<file path="src/rtl/if_id_hazard_ctrl.sv">
// ID-stage hazard control for the IF/ID register: load-use, CBZ and flag stall
// detection, branch flush, and saturating stall/flush performance counters.
module if_id_hazard_ctrl #(
    parameter int CNT_W = 16
) (
    input  logic             clk,
    input  logic             reset,
    input  logic [31:0]      decInstruction,
    input  logic             exRegWrite,
    input  logic             exMemRead,
    input  logic             exSetFlags,
    input  logic [4:0]       exRd,
    input  logic             memMemRead,
    input  logic [4:0]       memRd,
    input  logic             brTaken,
    output logic             pcWrite,
    output logic             ifidWrite,
    output logic             ifidFlush,
    output logic             idexBubble,
    output logic [CNT_W-1:0] stallCycles,
    output logic [CNT_W-1:0] stallEvents,
    output logic [CNT_W-1:0] flushCount
);

    typedef enum logic [0:0] {
        RUN   = 1'b0,
        STALL = 1'b1
    } state_t;

    localparam logic [CNT_W-1:0] CNT_MAX = {CNT_W{1'b1}};
    localparam logic [CNT_W-1:0] CNT_ONE = {{(CNT_W-1){1'b0}}, 1'b1};

    state_t      state_r;
    state_t      state_next_s;

    logic [10:0] op_s;
    logic [4:0]  rn_s;
    logic [4:0]  rm_s;
    logic [4:0]  rt_s;
    logic        use_rn_s;
    logic        use_rm_s;
    logic        use_rt_s;
    logic        is_cbz_s;
    logic        is_bcond_s;
    logic        lu_s;
    logic        cbe_s;
    logic        cbm_s;
    logic        flg_s;
    logic        stall_s;
    logic        unused_imm_s;

    assign op_s         = decInstruction[31:21];
    assign rm_s         = decInstruction[20:16];
    assign rn_s         = decInstruction[9:5];
    assign rt_s         = decInstruction[4:0];
    assign unused_imm_s = ^decInstruction[15:10];

    // XZR (register 31) is hard-wired zero, so it never creates a dependency.
    function automatic logic reg_match(input logic [4:0] dst, input logic [4:0] src);
        return (dst == src) && (dst != 5'd31);
    endfunction

    function automatic logic [CNT_W-1:0] sat_inc(input logic [CNT_W-1:0] v);
        return (v == CNT_MAX) ? v : (v + CNT_ONE);
    endfunction

    // Decode which source operands the ID-stage instruction actually reads.
    always_comb begin
        use_rn_s   = 1'b0;
        use_rm_s   = 1'b0;
        use_rt_s   = 1'b0;
        is_cbz_s   = 1'b0;
        is_bcond_s = 1'b0;
        casez (op_s)
            11'b10101011000,
            11'b11101011000,
            11'b10001010000,
            11'b11001010000: begin
                use_rn_s = 1'b1;
                use_rm_s = 1'b1;
            end
            11'b11010011010,
            11'b1001000100?,
            11'b11111000010: begin
                use_rn_s = 1'b1;
            end
            11'b11111000000: begin
                use_rn_s = 1'b1;
                use_rt_s = 1'b1;
            end
            11'b10110100???: begin
                is_cbz_s = 1'b1;
                use_rt_s = 1'b1;
            end
            11'b01010100???: begin
                is_bcond_s = 1'b1;
            end
            default: begin
                use_rn_s = 1'b0;
            end
        endcase
    end

    // Hazard terms; CBZ resolves in ID, so it must also wait on ALU and MEM producers.
    always_comb begin
        lu_s    = exMemRead & ((use_rn_s & reg_match(exRd, rn_s)) |
                               (use_rm_s & reg_match(exRd, rm_s)) |
                               (use_rt_s & reg_match(exRd, rt_s)));
        cbe_s   = is_cbz_s & exRegWrite & reg_match(exRd, rt_s);
        cbm_s   = is_cbz_s & memMemRead & reg_match(memRd, rt_s);
        flg_s   = is_bcond_s & exSetFlags;
        stall_s = lu_s | cbe_s | cbm_s | flg_s;
    end

    // Pipeline enables; a branch seen during a stall has stale operands and is ignored.
    always_comb begin
        pcWrite    = 1'b0;
        ifidWrite  = 1'b0;
        ifidFlush  = 1'b0;
        idexBubble = 1'b1;
        if (!reset) begin
            pcWrite    = 1'b0;
            ifidWrite  = 1'b0;
            ifidFlush  = 1'b0;
            idexBubble = 1'b1;
        end else if (stall_s) begin
            pcWrite    = 1'b0;
            ifidWrite  = 1'b0;
            ifidFlush  = 1'b0;
            idexBubble = 1'b1;
        end else begin
            pcWrite    = 1'b1;
            ifidWrite  = 1'b1;
            ifidFlush  = brTaken;
            idexBubble = 1'b0;
        end
    end

    // Next-state logic: STALL tracks the combinational stall condition.
    always_comb begin
        state_next_s = state_r;
        case (state_r)
            RUN: begin
                if (stall_s) begin
                    state_next_s = STALL;
                end else begin
                    state_next_s = RUN;
                end
            end
            STALL: begin
                if (stall_s) begin
                    state_next_s = STALL;
                end else begin
                    state_next_s = RUN;
                end
            end
            default: begin
                state_next_s = RUN;
            end
        endcase
    end

    // State register.
    always_ff @(posedge clk or negedge reset) begin
        if (!reset) begin
            state_r <= RUN;
        end else begin
            state_r <= state_next_s;
        end
    end

    // Saturating performance counters.
    always_ff @(posedge clk or negedge reset) begin
        if (!reset) begin
            stallCycles <= {CNT_W{1'b0}};
            stallEvents <= {CNT_W{1'b0}};
            flushCount  <= {CNT_W{1'b0}};
        end else begin
            if (stall_s) begin
                stallCycles <= sat_inc(stallCycles);
            end else begin
                stallCycles <= stallCycles;
            end
            if (stall_s && (state_r == RUN)) begin
                stallEvents <= sat_inc(stallEvents);
            end else begin
                stallEvents <= stallEvents;
            end
            if (ifidFlush) begin
                flushCount <= sat_inc(flushCount);
            end else begin
                flushCount <= flushCount;
            end
        end
    end

endmodule

</file>
<file path="config.mk">
export PLATFORM = sky130hd
export DESIGN_NAME = if_id_hazard_ctrl
export DESIGN_NICKNAME = d
export VERILOG_FILES = /design/src/rtl/if_id_hazard_ctrl.sv
export SDC_FILE = /design/constraint.sdc
export NUM_CORES = 1
export LEC_CHECK = 0
export BUFFER_PORTS_ARGS = -buffer_cell sky130_fd_sc_hd__buf_2
export CORE_ASPECT_RATIO = 2
export CORE_MARGIN = 5
export CORE_UTILIZATION = 54
export DETAILED_ROUTE_END_ITERATION = 8
export HOLD_SLACK_MARGIN = 0.1
export PLACE_DENSITY_LB_ADDON = 0.12
export SLEW_MARGIN = 5
export SYNTH_ARGS = -nofsm -noshare
export SYNTH_HDL_FRONTEND = slang
export SYNTH_SLANG_ARGS = --single-unit
</file>
<file path="constraint.sdc">
create_clock -name clk -period 3.58 [get_ports clk]
set_clock_uncertainty 0.15 [all_clocks]
set_input_delay 0.179 -clock clk [delete_from_list [all_inputs] [get_ports clk]]
set_output_delay 0.179 -clock clk [all_outputs]
set_load 0.1 [all_outputs]
</file>
==> run_results.csv, run 1 <==
group,metric,value,unit
route,wl_per_cell,14.7,um
timing,setup_viol,0,
route,drt.antenna.violating_nets,0,
timing,fin_ws,1.11,ns
clock_tree,numClockSinks,49,
hold_path,hold_depth,4,
floorplanning,io_pins,101,
global_routing,antenna_found_initial,0,
worst_setup_path,start_kind,"input pin",
timing,tightestPinTransition,0.722,ns
hold_path,hold_end,"flushCount[15]",
worst_setup_path,reg2reg_depth,6,
logic_synthesis,synth.net_count,345,
route,dr_total_vias,2566,
worst_setup_path,crit_path_end_kind,"output port",
logic_synthesis,ys_seq_area_frac,0.429,
worst_setup_path,crit_chain,"buf_2 > and4bb_1 > nand4_1 > a211oi_1 > a31oi_1 > and2_4 > inv_2 > nor2_1 > buf_2",
logic_synthesis,synth.largest_area_cell,"dfrtp_1",
floorplanning,die_area,6930,um^2
worst_setup_path,cp.arrival,2.14,ns
power,power_density,470,nW/um^2
hold_path,min_from,"brTaken",
route,viasPerCell,5.77,
power,power_frac_seq,0.393,
logic_synthesis,async_flop_share,1.00,
worst_setup_path,critPathSlowestCell,"inv_2",
clock_tree,tritoncts,"done",
timing,slew_violations,0,
global_routing,grt_max_degree,39,
global_routing,overflow,0,
global_routing,first_global_vias,2589,
global_routing,grt_pass1_wl,11000,um
status,outcome,"finished clean",
hold_path,hp-class,"input pin to flop",
placed_design,hpwl,5080,um
timing,setup_tns,0,ns
power,p_sw_frac,0.405,
worst_setup_path,path_class,"input pin to output port",
route,drtIter0Drc,112,
timing,hold_violations,0,
logic_synthesis,yosys_most_used_dff,"dfrtp_1",
logic_synthesis,syn_inst,293,
logic_synthesis,synth.avg_cell_area,9.74,um^2
power,total_power,1.65,mW
worst_setup_path,worst-path-max-fanout,38,
final_layout,synthToLayoutAreaGrowth,22.6,%
worst_setup_path,reg2reg_slack,1.14,ns
placed_design,dp_slack,1.05,ns
logic_synthesis,ys_seq_elements,49,
run,max_cap_violations,0,
logic_synthesis,syn-cell-area,2860,um^2
logic_synthesis,ys_types,46,
final_layout,fillers,443,
floorplanning,row_count,37,
timing,period_minus_slack,2.47,ns
logic_synthesis,ys_warn_count,0,
worst_setup_path,r2r-end,"stallCycles[1]",
route,remaining_drc_errors,0,
worst_setup_path,cpLargestDelayFamily,"buffers and inverters",
logic_synthesis,synth_top_area_share,0.429,
floorplanning,die_w,61.4,um
worst_setup_path,slowest_delay,0.47,ns
floorplanning,start_util,0.556,
final_layout,antenna_cells,0,
worst_setup_path,required,3.25,ns
logic_synthesis,ys_top_cells_by_area,"dfrtp_1 43%, xnor2_1 11%, xor2_1 6.4%, nand3_1 4.4%, nand2_1 3.7%",
clock_tree,clk_latency,0.30,ns
global_routing,grt.total_usage,0.201,
floorplanning,coreArea,5140,um^2
floorplanning,die_h,113,um
power,p_clk_frac,0.287,
clock_tree,numCtsBuffers,5,
clock_tree,clockBufferDepth,2,
clock_tree,cts-htree-levels,2,
worst_setup_path,rr_startpoint,"stallCycles[0]",
final_layout,drive_above_1_share,0.302,
route,detail_route.first_pass.iterations,4,
placed_design,io_buffers,94,
power,peakVddDrop,0.000906,V
final_layout,utilization,0.681,
timing,rsz0062_at_grt,"no",
timing,relSlewSlack,0.515,
clock_tree,clk_pin_slew,0.09,ns
worst_setup_path,crit_path_frequent_cell,"buf_2",
final_layout,fin_nets,438,
worst_setup_path,path_buf_inv,3,
placed_design,globalplace.congestion,0.814,
power,internal_power,0.980,mW
power,combPwrFrac,0.320,
clock_tree,cts-root-buf,"clkbuf_8",
power,p_sw,0.666,mW
power,p_leak,1.74,nW
route,drt-total-wl,6550,um
logic_synthesis,synth_edf_count,0,
timing,fin_hold_ws,0.182,ns
timing,min_period_over_period,0.689,
timing,fmax,405,MHz
clock_tree,cts_setup_buffers,0,
## tightest hold or removal path, stage by stage
cell and delay, ns:
buf_2 0.11, nand4_1 0.07, nor2_1 0.04, mux2_2 0.20
## layout make-up
class	instances	area, um^2	share of cell area
repair buffers	96	488	0.139
well taps	58	72.6	0.0207
multi-input cells	227	1550	0.443
clock inverters	3	68.8	0.0197
flip-flops and latches	49	1230	0.350
clock buffers	5	68.8	0.0197
inverters	7	26.3	0.00751
## cells in the mapped netlist (all sizes together) (2+ instances only)
library cell  count
a21oi             4
a31oi             3
and2              2
and3             12
and4b             2
and4bb            3
buf               6
clkbuf            4
dfrtp            49
ha                3
inv               7
mux2              6
nand2            28
nand2b            2
nand3            25
nand3b            3
nand4            10
nand4b            2
nor2             16
nor3             15
nor3b             2
nor4              5
nor4b             6
o21ai             2
o31ai             2
or2               3
or4               4
xnor2            37
xor2             21
## stage by stage
step	instances	instance area (um^2)
floorplan	293	2860
global placement	436	3350
detailed placement	436	3350
CTS	445	3500
global route	445	3500
finish	445	3500
## registers in the layout, indices dropped and copies added (netlist names)
signal / count
stallCycles: 16
stallEvents: 16
flushCount: 16
state_r: 1
## per-layer routing
layer	wire length, um	vias up	global-route usage
li1	-	1225	-
met1	2390	1239	0.214
met2	3620	90	0.376
met3	431	12	0.0400
met4	107	0	0.0623
met5	0	-	0
## cells in the final DEF, fill, tap and decap left out, types with 4 or more instances in the layout
cell type  netlist  routed
buf_2            3      94
dfrtp_1         49      49
xnor2_1         36      36
nand2_1         28      28
nand3_1         25      25
xor2_1          21      21
nor2_1          16      16
nor3_1          15      15
and3_1          12      12
nand4_1         10      10
inv_1            6       6
mux2_2           6       6
nor4b_1          5       5
nor4_1           5       5
clkbuf_8         0       5
a21oi_1          4       4
## worst max-delay path by stage
stage	from	to	slack, ns	cells after the start
floorplan	stallCycles[0]	stallCycles[1]	0.67	7
global placement	decInstruction[22]	stallEvents[1]	1.08	9
detailed placement	decInstruction[22]	stallEvents[1]	1.05	9
CTS	decInstruction[22]	ifidFlush	1.08	9
global route	decInstruction[27]	ifidFlush	0.84	9
finish	decInstruction[25]	ifidFlush	1.11	9
## kinds of logic (layout without fill, tap and decap cells)
family          count (synthesis)  count (layout)  share of synthesized area
compound gates                 17              17                     0.0403
xor+xnor                       58              58                      0.181
fa+ha+maj                       3               3                     0.0131
buf+inv                        17             111                     0.0276
flops                          49              49                      0.429
mux                             6               6                     0.0237
simple gates                  143             143                      0.285
## repair_timing
action,CTS,global route
resized for setup,0,0
hold endpoints to repair,21,0
hold buffers,1,0
## power by group through the flow
stage          registers (mW)  logic (mW)  clock network, mW
5_1_grt                 0.658       0.552              0.504
3_3_place_gp            0.657       0.521                  0
6_report                0.647       0.526              0.473
3_5_place_dp            0.658       0.528                  0
2_1_floorplan           0.954       0.110                  0
4_1_cts                 0.648       0.530              0.484
Note: power is estimated with default switching activity, not from simulation.
==> run 2, diff against run 1 <==
--- a/config.mk
+++ b/config.mk
@@ -5,10 +5,11 @@
 export SDC_FILE = /design/constraint.sdc
 export NUM_CORES = 1
 export LEC_CHECK = 0
+export ABC_AREA = 1
 export BUFFER_PORTS_ARGS = -buffer_cell sky130_fd_sc_hd__buf_2
 export CORE_ASPECT_RATIO = 2
 export CORE_MARGIN = 5
-export CORE_UTILIZATION = 54
+export CORE_UTILIZATION = 48
 export DETAILED_ROUTE_END_ITERATION = 8
 export HOLD_SLACK_MARGIN = 0.1
 export PLACE_DENSITY_LB_ADDON = 0.12
==> constraint.sdc (replaced) <==
create_clock -name clk -period 2.2 [get_ports clk]
set_clock_uncertainty 0.15 [all_clocks]
set_input_delay 0.11 -clock clk [delete_from_list [all_inputs] [get_ports clk]]
set_output_delay 0.11 -clock clk [all_outputs]
set_load 0.1 [all_outputs]
==> run 2 against run 1 <==
Net effect:
- synthesized area is 27% higher
- count of clock-buffer cells in the layout rose by 1
- die area up 37%
- total power rose by 89%
- sequential share of layout area is 6.9 points lower
- final cell count increased by 58%
- sequential power rose by 68%
- global-route usage increased by 0.79 points
- synthesized cell count is 74% higher
- core utilization fell by 6.0 points
- largest cell class unchanged
- register-to-register slack lost 0.97 ns
==> run_results.csv, run 2 <==
group,metric,value,unit
global_routing,first_global_vias,3735,
timing,setup_viol,0,
worst_setup_path,worst-path-max-fanout,10,
power,p_sw_frac,0.429,
final_layout,seq_area,1280,um^2
timing,slew_violations,0,
status,outcome,"finished clean",
final_layout,final_common_cell,"nand2_1",
final_layout,mostFrequentLayoutCells,"145 x nand2_1, 91 x buf_2, 60 x nand3_1",
logic_synthesis,yosys_most_used_dff,"dfrtp_1",
route,viasPerCell,5.20,
logic_synthesis,ys_seq_elements,49,
logic_synthesis,synth.net_count,561,
logic_synthesis,ys_types,33,
route,remaining_drc_errors,0,
route,drtIter0Drc,140,
power,p_sw,1.34,mW
final_layout,reg_top3,"flushCount x16, stallCycles x16, stallEvents x16",
logic_synthesis,synth.avg_cell_area,7.10,um^2
logic_synthesis,syn-cell-area,3610,um^2
logic_synthesis,synth_edf_count,0,
logic_synthesis,syn_inst,509,
logic_synthesis,ys_seq_area_frac,0.339,
power,power_frac_seq,0.351,
global_routing,grt.total_usage,0.209,
logic_synthesis,ys_top_cells_by_area,"dfrtp_1 34%, nand2_1 15%, nand3_1 8.3%, xor2_1 7.8%, inv_1 5.9%",
timing,min_period_over_period,0.924,
floorplanning,row_count,44,
route,dr_total_vias,3667,
worst_setup_path,path_buf_inv,3,
floorplanning,die_area,9470,um^2
clock_tree,tritoncts,"done",
floorplanning,coreArea,7320,um^2
floorplanning,die_w,71.3,um
global_routing,antenna_found_initial,0,
clock_tree,cts-htree-levels,2,
floorplanning,die_h,133,um
final_layout,synthToLayoutAreaGrowth,25.8,%
hold_path,hp-class,"input pin to flop",
timing,tightestPinTransition,0.633,ns
logic_synthesis,ys_warn_count,0,
timing,fmax,492,MHz
power,p_clk_frac,0.286,
power,combPwrFrac,0.363,
clock_tree,clockBufferDepth,2,
timing,hold_violations,0,
final_layout,fin_nets,664,
timing,relSlewSlack,0.578,
worst_setup_path,cp.arrival,2.11,ns
global_routing,overflow,0,
logic_synthesis,synth.largest_area_cell,"dfrtp_1",
final_layout,antenna_cells,0,
final_layout,utilization,0.621,
placed_design,dpl_cell_area,4330,um^2
clock_tree,numClockSinks,49,
placed_design,hpwl,7570,um
timing,period_minus_slack,2.03,ns
route,detail_route.first_pass.iterations,4,
worst_setup_path,slowest_delay,0.45,ns
route,drt.antenna.violating_nets,0,
global_routing,grt_pass1_wl,16300,um
clock_tree,numCtsBuffers,5,
final_layout,multi_input_area,2100,um^2
run,max_cap_violations,0,
floorplanning,start_util,0.493,
power,peakVddDrop,0.000572,V
worst_setup_path,critPathSlowestCell,"dfrtp_4",
power,p_leak,2.27,nW
worst_setup_path,crit_path_end_kind,"flop",
logic_synthesis,synth_top_area_share,0.339,
logic_synthesis,async_flop_share,1.00,
placed_design,io_buffers,94,
logic_synthesis,synth_common_cells,"146 x nand2_1, 60 x nand3_1, 57 x inv_1, 49 x dfrtp_1, 36 x nor2_1",
final_layout,fin_area,4550,um^2
worst_setup_path,path_class,"flop to flop",
clock_tree,cts-root-buf,"clkbuf_16",
route,drt-total-wl,9650,um
logic_synthesis,yosysMostFrequentCell,"nand2_1",
global_routing,grt_max_degree,50,
clock_tree,clk_pin_slew,0.07,ns
power,power_density,686,nW/um^2
final_layout,drive_above_1_share,0.310,
route,wl_per_cell,13.7,um
worst_setup_path,crit_chain,"ha_4 > inv_2 > nor3_4 > inv_2 > nor2_4 > nand2_2 > nor2_4 > nand4_1 > nand2_4 > buf_6 > o21ai_0 > nand2_1",
power,internal_power,1.78,mW
floorplanning,io_pins,101,
worst_setup_path,required,2.28,ns
clock_tree,clk_latency,0.30,ns
placed_design,globalplace.congestion,0.871,
final_layout,fillers,693,
worst_setup_path,start_kind,"flop",
worst_setup_path,cpLargestDelayFamily,"simple AND/OR/NAND/NOR gates",
run 2: cell types whose count changed in the layout (fill, tap and decap cells not counted), sizes merged, moves of 4 or more:
cell    previous run  this run
nor2              16        47
xor2              21        32
nand3             25        63
o21bai             0        16
xnor2             37        12
o21ai              2        14
nand2             28       155
and3              12         0
nor4b              6         0
or4                4         0
mux2               6         0
inv                8        68
buf               95       105
run 2: routing by layer:
metal	wire length [um]	up-vias	track usage	part of all wire
met4	254	0	0.0879	0.026
met5	0	-	0	0
met1	3480	1711	0.214	0.36
met2	5440	108	0.403	0.56
met3	469	20	0.0311	0.049
li1	-	1828	-	-
run 2: worst paths after layout:
path	slack (ns)	cells after the start	startpoint	end
worst max-delay path	0.17	12	stallCycles[0]	stallCycles[5]
worst min-delay path	0.12	5	brTaken	flushCount[3]
worst max register to register	0.17	12	stallCycles[0]	stallCycles[5]
worst min register to register	0.36	2	stallEvents[1]	stallEvents[1]
max in group asynchronous	0.98	3	reset	stallCycles[3]
min in group asynchronous	0.44	3	reset	flushCount[12]
run 2: area by class of cell:
cell class	instances	area share
multi-input cells	381	0.462
flip-flops and latches	49	0.282
repair buffers	106	0.135
inverters	69	0.0584
clock buffers	6	0.0284
well taps	92	0.0253
clock inverters	2	0.00853
run 2: stage by stage:
stage | hold WS [ns] | setup slack (ns) | power (mW) | instances | setup TNS [ns]
after floorplan | -0.336 | -0.0799 | 1.99 | 509 | -0.0889
after global placement | 0.221 | 0.174 | 2.23 | 694 | 0
after detailed placement | 0.226 | 0.128 | 2.25 | 694 | 0
after CTS | 0.128 | 0.113 | 3.14 | 703 | 0
after global routing | 0.146 | -0.0117 | 3.27 | 705 | -0.0117
final | 0.124 | 0.168 | 3.12 | 705 | 0
run 2: cell families (layout without fill, tap and decap cells):
group | count (synthesis) | in the layout | synth area share
AOI/OAI and AO/OA | 35 | 35 | 0.0682
xor gates and xnor gates | 44 | 44 | 0.107
adders and majority gates | 3 | 3 | 0.0104
buffers and inverters | 79 | 183 | 0.0935
DFF | 49 | 49 | 0.339
and+or+nand+nor | 299 | 299 | 0.382
run 2: timing repair:
item / in CTS / in global routing
hold endpoints to repair: 49 / 0
hold buffers: 1 / 0
buffers inserted: 0 / 2
resized for setup: 0 / 6
setup endpoints to repair: 0 / 11
run 2: worst reg2reg max path: stages, from the launching register on:
cell	delay, ns
dfrtp_4	0.45
ha_4	0.14
inv_2	0.04
nor3_4	0.16
inv_2	0.07
nor2_4	0.12
nand2_2	0.09
nor2_4	0.11
nand4_1	0.15
nand2_4	0.17
buf_6	0.16
o21ai_0	0.09
nand2_1	0.06
run 2: power groups by stage:
stage                     Sequential (mW)  Clock, mW  Combinational (mW)
after floorplan                      1.66          0               0.326
after detailed placement             1.11          0                1.13
final                                1.09      0.890                1.13
after CTS                            1.10      0.903                1.14
after global placement               1.11          0                1.12
after global routing                 1.11      0.960                1.21
==> run 3, diff against run 2 <==
--- a/config.mk
+++ b/config.mk
@@ -9,10 +9,11 @@
 export BUFFER_PORTS_ARGS = -buffer_cell sky130_fd_sc_hd__buf_2
 export CORE_ASPECT_RATIO = 2
 export CORE_MARGIN = 5
-export CORE_UTILIZATION = 48
+export CORE_UTILIZATION = 53
 export DETAILED_ROUTE_END_ITERATION = 8
 export HOLD_SLACK_MARGIN = 0.1
 export PLACE_DENSITY_LB_ADDON = 0.12
+export SETUP_SLACK_MARGIN = 0.5
 export SLEW_MARGIN = 5
 export SYNTH_ARGS = -nofsm -noshare
 export SYNTH_HDL_FRONTEND = slang
==> constraint.sdc (replaced) <==
create_clock -name clk -period 1.9 [get_ports clk]
set_clock_uncertainty 0.15 [all_clocks]
set_input_delay 0.095 -clock clk [delete_from_list [all_inputs] [get_ports clk]]
set_output_delay 0.095 -clock clk [all_outputs]
set_load 0.1 [all_outputs]
==> run 3 against run 2 <==
Net effect:
- the flow now finishes with violations (negative hold slack, negative setup slack)
- non-clock buffer count increased by 59
- total power increased by 27%
- sequential power increased by 19%
- setup slack got worse by 0.37 ns
- clock power increased by 5.5%
- fmax decreased by 3.4%
- register-to-register slack got worse by 0.37 ns
- core utilization increased by 32 points
- via count increased by 30%
- wire length increased by 82%
- die area decreased by 8.4%
==> run_results.csv, run 3 (same netlist as run 2, synthesis figures left out) <==
group,metric,value,unit
worst_setup_path,worst-path-max-fanout,4,
worst_setup_path,start_kind,"flop",
timing,fmax,476,MHz
timing,fin_ws,-0.203,ns
timing,fin_hold_ws,-0.0485,ns
clock_tree,clk_latency,0.31,ns
status,violations,"negative hold slack, negative setup slack",
worst_setup_path,path_class,"flop to flop",
global_routing,first_global_vias,4428,
placed_design,dpl_cell_area,4860,um^2
floorplanning,die_h,127,um
placed_design,placedCellCount,706,
timing,period_minus_slack,2.10,ns
global_routing,grt_max_degree,40,
run,max_cap_violations,0,
route,viasPerCell,6.27,
placed_design,hpwl,7940,um
timing,rsz0062_at_grt,"yes",
final_layout,fin_area,6200,um^2
final_layout,final_common_cell,"nand2_1",
clock_tree,cts-root-buf,"clkbuf_16",
final_layout,synthToLayoutAreaGrowth,71.7,%
clock_tree,numClockSinks,49,
timing,tightestPinTransition,0.635,ns
clock_tree,tritoncts,"done",
timing,hold_violations,10,
timing,setup_tns,-2.28,ns
clock_tree,clockBufferDepth,2,
route,detail_route.first_pass.iterations,7,
power,peakVddDrop,0.000674,V
final_layout,fin_nets,724,
power,power_density,639,nW/um^2
clock_tree,cts-htree-levels,2,
timing,relSlewSlack,0.577,
timing,setup_viol,35,
global_routing,grt_pass1_wl,20000,um
worst_setup_path,crit_path_end_kind,"flop",
global_routing,grt.total_usage,0.301,
global_routing,overflow,0,
floorplanning,coreArea,6620,um^2
final_layout,utilization,0.937,
worst_setup_path,required,1.99,ns
route,remaining_drc_errors,0,
placed_design,globalplace.congestion,0.872,
global_routing,antenna_found_initial,1,
route,drt-total-wl,17600,um
clock_tree,clk_pin_slew,0.08,ns
timing,min_period_over_period,1.11,
route,wl_per_cell,23.0,um
route,dr_total_vias,4776,
final_layout,reg_top3,"flushCount x16, stallCycles x16, stallEvents x16",
power,p_leak,2.88,nW
route,drt.antenna.violating_nets,0,
timing,slew_violations,0,
floorplanning,start_util,0.546,
final_layout,drive_above_1_share,0.565,
worst_setup_path,cp.arrival,2.19,ns
floorplanning,die_w,68.4,um
route,drtIter0Drc,620,
floorplanning,io_pins,101,
floorplanning,row_count,42,
hold_path,hp-class,"input pin to async pin",
final_layout,final_cells,762,
clock_tree,numCtsBuffers,5,
placed_design,io_buffers,94,
worst_setup_path,reg2reg_depth,7,
final_layout,mostFrequentLayoutCells,"111 x nand2_1, 59 x buf_4, 42 x inv_1",
final_layout,fillers,214,
clock_tree,cts_hold_buf,1,
status,outcome,"complete, but fails checks",
floorplanning,die_area,8670,um^2
-- run 3: cell types whose count changed in the layout (fill, tap and decap cells not counted), moves of 22 or more --
cell / delta
nand2_1: -34
buf_2: -53
nand3_1: -40
nand2_2: +22
buf_4: +50
buf_6: +33
nand3_2: +33
-- run 3: repair_timing --
item / CTS / global route
resized for setup: 117 / 110
buffers inserted: 32 / 12
pin swaps: 47 / 42
hold endpoints to repair: 49 / 10
setup endpoints to repair: 78 / 106
gates cloned: 2 / 0
-- run 3: critical path, cell delays in order, from the launching register on --
cell and delay, ns:
dfrtp_4 0.46, buf_4 0.16, inv_1 0.10, nor3_1 0.47, nand3_1 0.19, xor2_1 0.33, nand3_4 0.10, nand2_2 0.07
-- run 3: worst paths after layout --
kind                                 from        endpoint  slack (ns)
min in group clk                  brTaken   flushCount[3]        0.22
setup reg to reg            flushCount[0]  flushCount[11]       -0.20
hold reg to reg            stallCycles[6]  stallCycles[6]        0.40
hold / removal                      reset  stallCycles[8]       -0.05
setup / recovery            flushCount[0]  flushCount[11]       -0.20
max in group asynchronous           reset  stallCycles[0]        0.82
-- run 3: metal layers --
metal / track usage / vias to the layer above / routed length (um)
li1: - / 1949 / -
met1: 0.287 / 2241 / 5500
met2: 0.548 / 407 / 8710
met3: 0.0619 / 179 / 1590
met4: 0.192 / 0 / 1760
met5: 0 / - / 0
-- run 3: cell type report --
type                       count  area (um^2)  area share
multi-input combinational    382         2790       0.450
timing repair buffer         165         1490       0.240
sequential                    49         1330       0.214
inverter                      69          337      0.0543
clock buffer                   6          129      0.0208
tap                           88          110      0.0178
clock inverter                 2         13.8     0.00222
antenna                        1         2.50    0.000404
-- run 3: where the power goes --
| group | switching, mW | internal [mW] |
|---|---|---|
| Clock | 0.446 | 0.493 |
| Combinational | 1.26 | 0.463 |
| Sequential | 0.140 | 1.16 |
-- run 3: metrics by stage --
step	total power, mW	setup slack, ns
finish	3.96	-0.203
global route	4.06	-0.331
CTS	3.73	0.00151
detailed placement	2.70	-0.0651
global placement	2.68	-0.0145
floorplan	2.39	-0.335
